$ cat src/rtl/addsub_pkg.sv
// Shared definitions for the sequenced add/sub accumulator: opcodes, FSM states,
// flag layout and saturation limits.
package addsub_pkg;

    localparam int ACC_WIDTH = 16;

    typedef enum logic [1:0] {
        OP_LOAD = 2'b00,
        OP_ADD  = 2'b01,
        OP_SUB  = 2'b10,
        OP_CLR  = 2'b11
    } op_e;

    typedef enum logic [1:0] {
        IDLE = 2'b00,
        EXEC = 2'b01,
        HOLD = 2'b10
    } state_e;

    localparam int FLAG_Z = 3;
    localparam int FLAG_N = 2;
    localparam int FLAG_C = 1;
    localparam int FLAG_V = 0;

    localparam logic [ACC_WIDTH-1:0] SAT_MAX = {1'b0, {(ACC_WIDTH-1){1'b1}}};
    localparam logic [ACC_WIDTH-1:0] SAT_MIN = {1'b1, {(ACC_WIDTH-1){1'b0}}};

    function automatic logic [3:0] pack_flags(input logic z, input logic n,
                                              input logic c, input logic v);
        logic [3:0] f;
        f         = 4'b0000;
        f[FLAG_Z] = z;
        f[FLAG_N] = n;
        f[FLAG_C] = c;
        f[FLAG_V] = v;
        return f;
    endfunction

endpackage

$ cat src/rtl/addsub_accum_seq_if.sv
// Request, adder-slice and result signals of the accumulator sequencer.
// The sequencer uses the slave modport; its environment uses master.
interface addsub_accum_seq_if #(
    parameter int WIDTH = 16
);
    logic             in_valid;
    logic             in_ready;
    logic [1:0]       in_op;
    logic [WIDTH-1:0] in_data;
    logic [WIDTH-1:0] add_a;
    logic [WIDTH-1:0] add_b;
    logic             add_ctrl;
    logic [WIDTH-1:0] add_sum;
    logic             add_cout;
    logic             add_ovf;
    logic             out_valid;
    logic             out_ready;
    logic [WIDTH-1:0] out_data;
    logic [3:0]       out_flags;
    logic             ovf_sticky;

    modport slave (
        input  in_valid, in_op, in_data, add_sum, add_cout, add_ovf, out_ready,
        output in_ready, add_a, add_b, add_ctrl, out_valid, out_data, out_flags, ovf_sticky
    );

    modport master (
        output in_valid, in_op, in_data, add_sum, add_cout, add_ovf, out_ready,
        input  in_ready, add_a, add_b, add_ctrl, out_valid, out_data, out_flags, ovf_sticky
    );
endinterface

$ cat src/rtl/addsub_flag_gen.sv
// Turns the external slice outputs into the post-op accumulator value and
// {Z,N,C,V}; LOAD and CLR bypass the slice.
module addsub_flag_gen
    import addsub_pkg::*;
#(
    parameter int WIDTH  = ACC_WIDTH,
    parameter bit SAT_EN = 1'b0
) (
    input  op_e              op,
    input  logic [WIDTH-1:0] acc,
    input  logic [WIDTH-1:0] operand,
    input  logic [WIDTH-1:0] sum,
    input  logic             cout,
    input  logic             ovf,
    output logic [WIDTH-1:0] result,
    output logic [3:0]       flags
);
    localparam logic [WIDTH-1:0] ZERO   = {WIDTH{1'b0}};
    localparam logic [WIDTH-1:0] SAT_HI = {1'b0, {(WIDTH-1){1'b1}}};
    localparam logic [WIDTH-1:0] SAT_LO = {1'b1, {(WIDTH-1){1'b0}}};

    logic c_s;
    logic v_s;

    // Result select, saturation clamp and flag packing
    always_comb begin
        result = ZERO;
        c_s    = 1'b0;
        v_s    = 1'b0;
        case (op)
            OP_LOAD: result = operand;
            OP_ADD, OP_SUB: begin
                c_s = cout;
                v_s = ovf;
                // The clamp direction follows the sign of the accumulator before the op.
                if (SAT_EN && ovf) begin
                    result = acc[WIDTH-1] ? SAT_LO : SAT_HI;
                end else begin
                    result = sum;
                end
            end
            OP_CLR:  result = ZERO;
            default: result = acc;
        endcase
        flags = pack_flags(result == ZERO, result[WIDTH-1], c_s, v_s);
    end

endmodule

$ cat src/rtl/addsub_accum_seq.sv
// Sequencer around the external 16-bit add/sub slice: accept an op, drive the
// slice for one EXEC cycle, capture the result and hold it until consumed.
module addsub_accum_seq
    import addsub_pkg::*;
#(
    parameter int WIDTH  = ACC_WIDTH,
    parameter bit SAT_EN = 1'b0
) (
    input logic                clk,
    input logic                rst,
    addsub_accum_seq_if.slave  bus
);
    state_e           state_r;
    state_e           state_nxt_s;
    op_e              op_r;
    logic [WIDTH-1:0] acc_r;
    logic [WIDTH-1:0] operand_r;
    logic             add_ctrl_r;
    logic [3:0]       out_flags_r;
    logic             ovf_sticky_r;
    logic [WIDTH-1:0] result_s;
    logic [3:0]       flags_s;
    logic             in_ready_s;
    logic             out_valid_s;
    logic             accept_s;

    // State register
    always_ff @(posedge clk) begin
        if (rst) begin
            state_r <= IDLE;
        end else begin
            state_r <= state_nxt_s;
        end
    end

    // Next-state logic
    always_comb begin
        state_nxt_s = state_r;
        case (state_r)
            IDLE: begin
                if (bus.in_valid) begin
                    state_nxt_s = EXEC;
                end else begin
                    state_nxt_s = IDLE;
                end
            end
            EXEC: state_nxt_s = HOLD;
            HOLD: begin
                if (bus.out_ready) begin
                    state_nxt_s = IDLE;
                end else begin
                    state_nxt_s = HOLD;
                end
            end
            default: state_nxt_s = IDLE;
        endcase
    end

    // Handshake outputs decoded from the state alone
    always_comb begin
        in_ready_s  = 1'b0;
        out_valid_s = 1'b0;
        case (state_r)
            IDLE:    in_ready_s  = 1'b1;
            EXEC:    in_ready_s  = 1'b0;
            HOLD:    out_valid_s = 1'b1;
            default: in_ready_s  = 1'b0;
        endcase
    end

    assign accept_s = in_ready_s & bus.in_valid;

    // Request capture; add_ctrl is registered so it is stable across EXEC
    always_ff @(posedge clk) begin
        if (rst) begin
            op_r       <= OP_LOAD;
            operand_r  <= {WIDTH{1'b0}};
            add_ctrl_r <= 1'b0;
        end else if (accept_s) begin
            op_r       <= op_e'(bus.in_op);
            operand_r  <= bus.in_data;
            add_ctrl_r <= (bus.in_op == OP_SUB);
        end
    end

    addsub_flag_gen #(
        .WIDTH  (WIDTH),
        .SAT_EN (SAT_EN)
    ) u_flag_gen (
        .op      (op_r),
        .acc     (acc_r),
        .operand (operand_r),
        .sum     (bus.add_sum),
        .cout    (bus.add_cout),
        .ovf     (bus.add_ovf),
        .result  (result_s),
        .flags   (flags_s)
    );

    // Result capture at the end of EXEC
    always_ff @(posedge clk) begin
        if (rst) begin
            acc_r        <= {WIDTH{1'b0}};
            out_flags_r  <= 4'b0000;
            ovf_sticky_r <= 1'b0;
        end else if (state_r == EXEC) begin
            acc_r       <= result_s;
            out_flags_r <= flags_s;
            if (op_r == OP_CLR) begin
                ovf_sticky_r <= 1'b0;
            end else begin
                ovf_sticky_r <= ovf_sticky_r | flags_s[FLAG_V];
            end
        end
    end

    assign bus.in_ready   = in_ready_s;
    assign bus.out_valid  = out_valid_s;
    assign bus.add_a      = acc_r;
    assign bus.add_b      = operand_r;
    assign bus.add_ctrl   = add_ctrl_r;
    assign bus.out_data   = acc_r;
    assign bus.out_flags  = out_flags_r;
    assign bus.ovf_sticky = ovf_sticky_r;

endmodule

$ cat src/flat_wrapper.sv
// flat-port wrapper written by rule: the top's interface ports become plain ports
module addsub_accum_seq_flat import addsub_pkg::*;
#(
    parameter int WIDTH  = ACC_WIDTH,
    parameter bit SAT_EN = 1'b0
)
  (clk, rst, bus_in_valid, bus_in_op, bus_in_data, bus_add_sum, bus_add_cout, bus_add_ovf, bus_out_ready, bus_in_ready, bus_add_a, bus_add_b, bus_add_ctrl, bus_out_valid, bus_out_data, bus_out_flags, bus_ovf_sticky);
  addsub_accum_seq_if #(.WIDTH(WIDTH)) bus_i ();
  input logic clk;
  input logic rst;
  input wire logic [$bits(bus_i.in_valid)-1:0] bus_in_valid;
  input wire logic [$bits(bus_i.in_op)-1:0] bus_in_op;
  input wire logic [$bits(bus_i.in_data)-1:0] bus_in_data;
  input wire logic [$bits(bus_i.add_sum)-1:0] bus_add_sum;
  input wire logic [$bits(bus_i.add_cout)-1:0] bus_add_cout;
  input wire logic [$bits(bus_i.add_ovf)-1:0] bus_add_ovf;
  input wire logic [$bits(bus_i.out_ready)-1:0] bus_out_ready;
  output wire logic [$bits(bus_i.in_ready)-1:0] bus_in_ready;
  output wire logic [$bits(bus_i.add_a)-1:0] bus_add_a;
  output wire logic [$bits(bus_i.add_b)-1:0] bus_add_b;
  output wire logic [$bits(bus_i.add_ctrl)-1:0] bus_add_ctrl;
  output wire logic [$bits(bus_i.out_valid)-1:0] bus_out_valid;
  output wire logic [$bits(bus_i.out_data)-1:0] bus_out_data;
  output wire logic [$bits(bus_i.out_flags)-1:0] bus_out_flags;
  output wire logic [$bits(bus_i.ovf_sticky)-1:0] bus_ovf_sticky;
  assign bus_i.in_valid = bus_in_valid;
  assign bus_i.in_op = bus_in_op;
  assign bus_i.in_data = bus_in_data;
  assign bus_i.add_sum = bus_add_sum;
  assign bus_i.add_cout = bus_add_cout;
  assign bus_i.add_ovf = bus_add_ovf;
  assign bus_i.out_ready = bus_out_ready;
  assign bus_in_ready = bus_i.in_ready;
  assign bus_add_a = bus_i.add_a;
  assign bus_add_b = bus_i.add_b;
  assign bus_add_ctrl = bus_i.add_ctrl;
  assign bus_out_valid = bus_i.out_valid;
  assign bus_out_data = bus_i.out_data;
  assign bus_out_flags = bus_i.out_flags;
  assign bus_ovf_sticky = bus_i.ovf_sticky;
  addsub_accum_seq #(.WIDTH(WIDTH), .SAT_EN(SAT_EN)) u_core (.clk(clk), .rst(rst), .bus(bus_i));
endmodule
$ cat config.mk
export PLATFORM = sky130hd
export DESIGN_NAME = addsub_accum_seq_flat
export DESIGN_NICKNAME = d
export VERILOG_FILES = /design/src/rtl/addsub_pkg.sv /design/src/rtl/addsub_accum_seq_if.sv /design/src/rtl/addsub_flag_gen.sv /design/src/rtl/addsub_accum_seq.sv /design/src/flat_wrapper.sv
export SDC_FILE = /design/constraint.sdc
export NUM_CORES = 1
export LEC_CHECK = 0
export ABC_CLOCK_PERIOD_IN_PS = 1600
export CAP_MARGIN = 30
export CORE_MARGIN = 5
export CORE_UTILIZATION = 40
export DETAILED_ROUTE_END_ITERATION = 7
export HOLD_SLACK_MARGIN = 0.02
export PLACE_DENSITY = 0.8
export SLEW_MARGIN = 20
export SYNTH_ARGS = -nofsm -noshare
export SYNTH_HDL_FRONTEND = slang
export SYNTH_SLANG_ARGS = --single-unit
$ cat constraint.sdc
create_clock -name clk -period 1.6 [get_ports clk]
set_input_delay 0.32 -clock clk [delete_from_list [all_inputs] [get_ports clk]]
set_output_delay 0.32 -clock clk [all_outputs]
set_load 0.01 [all_outputs]
==> summary.md, run 1 <==
| Metric | Value |
|---|---|
| Final Cycle Share | 0.9712 |
| Final Hold Fails | 0 |
| # port buffers | 95 |
| Post-CTS setup buffer count | 0 |
| Synthesis Warnings | 0 |
| Simple-gate share of the synthesized area | 0.2341 |
| Filler cells | 416 |
| Mapped Area | 0.001946 mm² |
| Gr ovfl total | 0 |
| Synth area leaders | dfxtp_1 42%, nand2_1 14%, buf_4 8.1% |
| Final WL | 5.601 mm |
| Area growth, synth to finish | 55.18% |
| Final Slew Violations | 0 |
| Worst skew pair latency | 0.29 ns |
| CTS root buf | clkbuf_8 |
| Via density | 4.770 |
| PwrDens | 922.0 mW/mm² |
| Sink Count | 41 |
| Avg Cell Area, Syn | 7.845 µm² |
| Placer congestion estimate | 0.8174 |
| Largest net degree at the start of global routing | 32 |
| Post-synthesis mux area share | 0 |
| Initial antenna violation count | 0 |
| Capturing element type of the critical path | output port |
| 1st-pass router iterations | 4 |
| CTS buffer count | 5 |
| Worst-path clk slew | 0.08 ns |
| Vias | 1884 |
| Compound-gate portion of the synthesized area | 0.1878 |
| Post-Layout Inst Area | 0.003019 mm² |
| Synth Area in Adders | 0.01286 |
| Util after Layout | 0.6392 |
| Status | complete, no violations |
| Slowest CP cell | clkdlybuf4s50_1 |
| TritonCTS clock tree | yes |
| Post-synth cell types | 32 |
| DP Area | 0.002859 mm² |
| Rel. slew slack | 0.7451 |
| Vert. Die Dim | 79.74 µm |
| Core area | 0.004723 mm² |
| First-pass GRT wire length | 8.825 mm |
| Synth top area share | 0.4219 |
| Unrepaired setup endpoints after global routing | false |
| Main flop type after synthesis | dfxtp_1 |
| I/O pin cnt | 96 |
| CP Class | reg2out |
| Total die area | 0.006358 mm² |
| WL/cell | 14.18 µm |
| Fmax | 0.6436 GHz |
| Deepest clock path buffer count | 2 |
| Max VDD drop | 0.6504 mV |
| Clock skew | 0.007111 ns |
| DRC | 0 |
| Final Critical Period | 1.554 ns |
| Slew @ Worst Pin | 0.3789 ns |
| Ant diodes | 0 |
| Vias in the first global route | 1803 |
| Flops & latches, synth | 41 |
| Buf/Inv on CP | 1 |
| Worst setup SP type | register |
| # rows | 25 |
| H-Tree Depth | 2 |
| Leak | 1.176 nW |
| CP peak stage delay | 0.56 ns |
| Max Cap Viol | 0 |
| Antenna-violating nets left | 0 |
| Final Setup Violations | 0 |
| Post-synth EDFFs | 0 |
| Critical path cell sequence | clkdlybuf4s50_1 |
| Hpwl dp | 4.270 mm |
| Post-synthesis instance total | 248 |
| WP data arrival | 1.23 ns |
| Main combinational cell family by area after synthesis | simple AND/OR/NAND/NOR gates |
| Synth area leader | dfxtp_1 |
| 1st-iter DRT viols | 162 |
| Syn nets | 290 |
| Fin nets | 369 |
| Worst Path Max Fanout | 3 |
| Starting Density | 0.4119 |
| Seq/Total Area, Yosys | 0.4219 |
| GRT Overall Usage | 0.1766 |
| Worst hold-check path type | reg2reg |
| Layout cells sized above 1 | 0.1006 |
| FFs w/ async S/R, synth | 0 |
| Cell family with most CP delay | buffers and inverters |
| Die X | 79.74 µm |
| Post-Synth XOR/XNOR Area | 0 |
| WP data required | 1.28 ns |
-- area by class of cell --
class / instances / area (µm²) / area share
tap: 67 / 83.83 / 0.02777
clock buffer: 5 / 68.82 / 0.02279
sequential: 41 / 828.3 / 0.2743
multi-input combinational: 168 / 860.8 / 0.2851
timing repair buffer: 107 / 1097 / 0.3634
inverter: 4 / 15.01 / 0.004973
clock inverter: 3 / 65.06 / 0.02155
-- routing by layer --
| metal | share of wire | GRT usage | up-vias |
|---|---|---|---|
| met5 | 0 | 0 | - |
| met4 | 0.013 | 0.06081 | 0 |
| met3 | 0.071 | 0.04740 | 6 |
| met2 | 0.46 | 0.2730 | 62 |
| met1 | 0.45 | 0.2370 | 844 |
| li1 | - | - | 972 |
-- path summary, 6_finish.rpt --
check             slack (ns)                                   end  depth (start not counted)                                  from
setup / recovery        0.05                       bus_out_data[4]                          1      u_core.bus.add_a[4]$_SDFFE_PP0N_
hold / removal          0.46  u_core.bus.out_flags[1]$_SDFFE_PP0N_                          2  u_core.bus.out_flags[1]$_SDFFE_PP0N_
setup reg to reg        0.14  u_core.bus.out_flags[3]$_SDFFE_PP0N_                          6           u_core.op_r[1]$_SDFFE_PP0P_
hold reg to reg         0.46  u_core.bus.out_flags[1]$_SDFFE_PP0N_                          2  u_core.bus.out_flags[1]$_SDFFE_PP0N_
-- registers in the layout, indices dropped and copies added (netlist names) --
| name | flops |
|---|---|
| u_core.bus.add_b | 16 |
| u_core.bus.add_ctrl | 1 |
| u_core.state_r | 2 |
| u_core.bus.out_flags | 4 |
| u_core.op_r | 2 |
| u_core.bus.ovf_sticky | 1 |
| u_core.bus.add_a | 15 |
-- metrics by stage --
stage	worst slack, ns	TNS, ns	instances	hold slack [ns]	power [W]
2_1_floorplan	0.2162	0	248	0.4530	0.001501
4_1_cts	0.003063	0	395	0.4670	0.002794
5_1_grt	0.001797	0	395	0.4838	0.002928
6_report	0.04615	0	395	0.4572	0.002784
3_3_place_gp	-0.05345	-0.05345	387	0.4423	0.001811
3_5_place_dp	-0.08468	-0.08468	387	0.4537	0.001822
-- layout by cell type, fill, tap and decap left out, types with 3 or more instances in the layout --
master,instances
inv_1,4
dfxtp_2,6
o21ai_0,13
buf_4,7
nand3_1,3
dfxtp_1,35
clkdlybuf4s50_1,88
nor2_1,16
nand2_1,73
dlygate4sd2_1,4
clkbuf_8,5
buf_12,4
dlymetal6s2s_1,3
a21oi_1,22
nor4_1,6
o211ai_1,13
-- synth_stat cells, types with 2 or more instances --
cell	n
buf_2	4
nor4_1	6
dfxtp_1	41
ha_1	2
nor2_1	16
buf_4	21
o21ai_0	13
buf_6	5
nand2b_1	2
nand3_1	3
o21ai_1	2
nand2_1	73
nor3_1	2
inv_1	4
a21oi_1	22
clkbuf_1	3
nor2b_1	2
o211ai_1	13
-- cell families (layout without fill, tap and decap cells) --
family / Yosys count / in the layout
buffers and inverters: 39 / 119
AND/OR/NAND/NOR: 109 / 109
adder cells (fa/ha/maj): 2 / 2
flip-flops: 41 / 41
AO/OA/AOI/OAI: 57 / 57
-- power by group --
part	switching (W)	internal, W
Sequential	0.0000548	0.00109
Combinational	0.000295	0.000366
Clock	0.000360	0.000620
Total	0.000710	0.00207
-- worst register-to-register path: stages, from the launching register on --
cell     delay, ns
dfxtp_1       0.36
inv_1         0.08
ha_4          0.31
nand2_1       0.06
o21ai_0       0.24
nor3_1        0.10
a32o_2        0.22
-- what timing repair did --
item | CTS | global route
hold buffers | 0 | 0
resized for setup | 6 | 10
endpoints found under the setup margin | 5 | 19
(Power assumes the default switching activity.)
==> run 2: changes to the inputs <==
HOLD_SLACK_MARGIN = 0.05   (was 0.02)
==> results of run 2 <==
Final layout, timing and power as in run 1 (identical DEF).
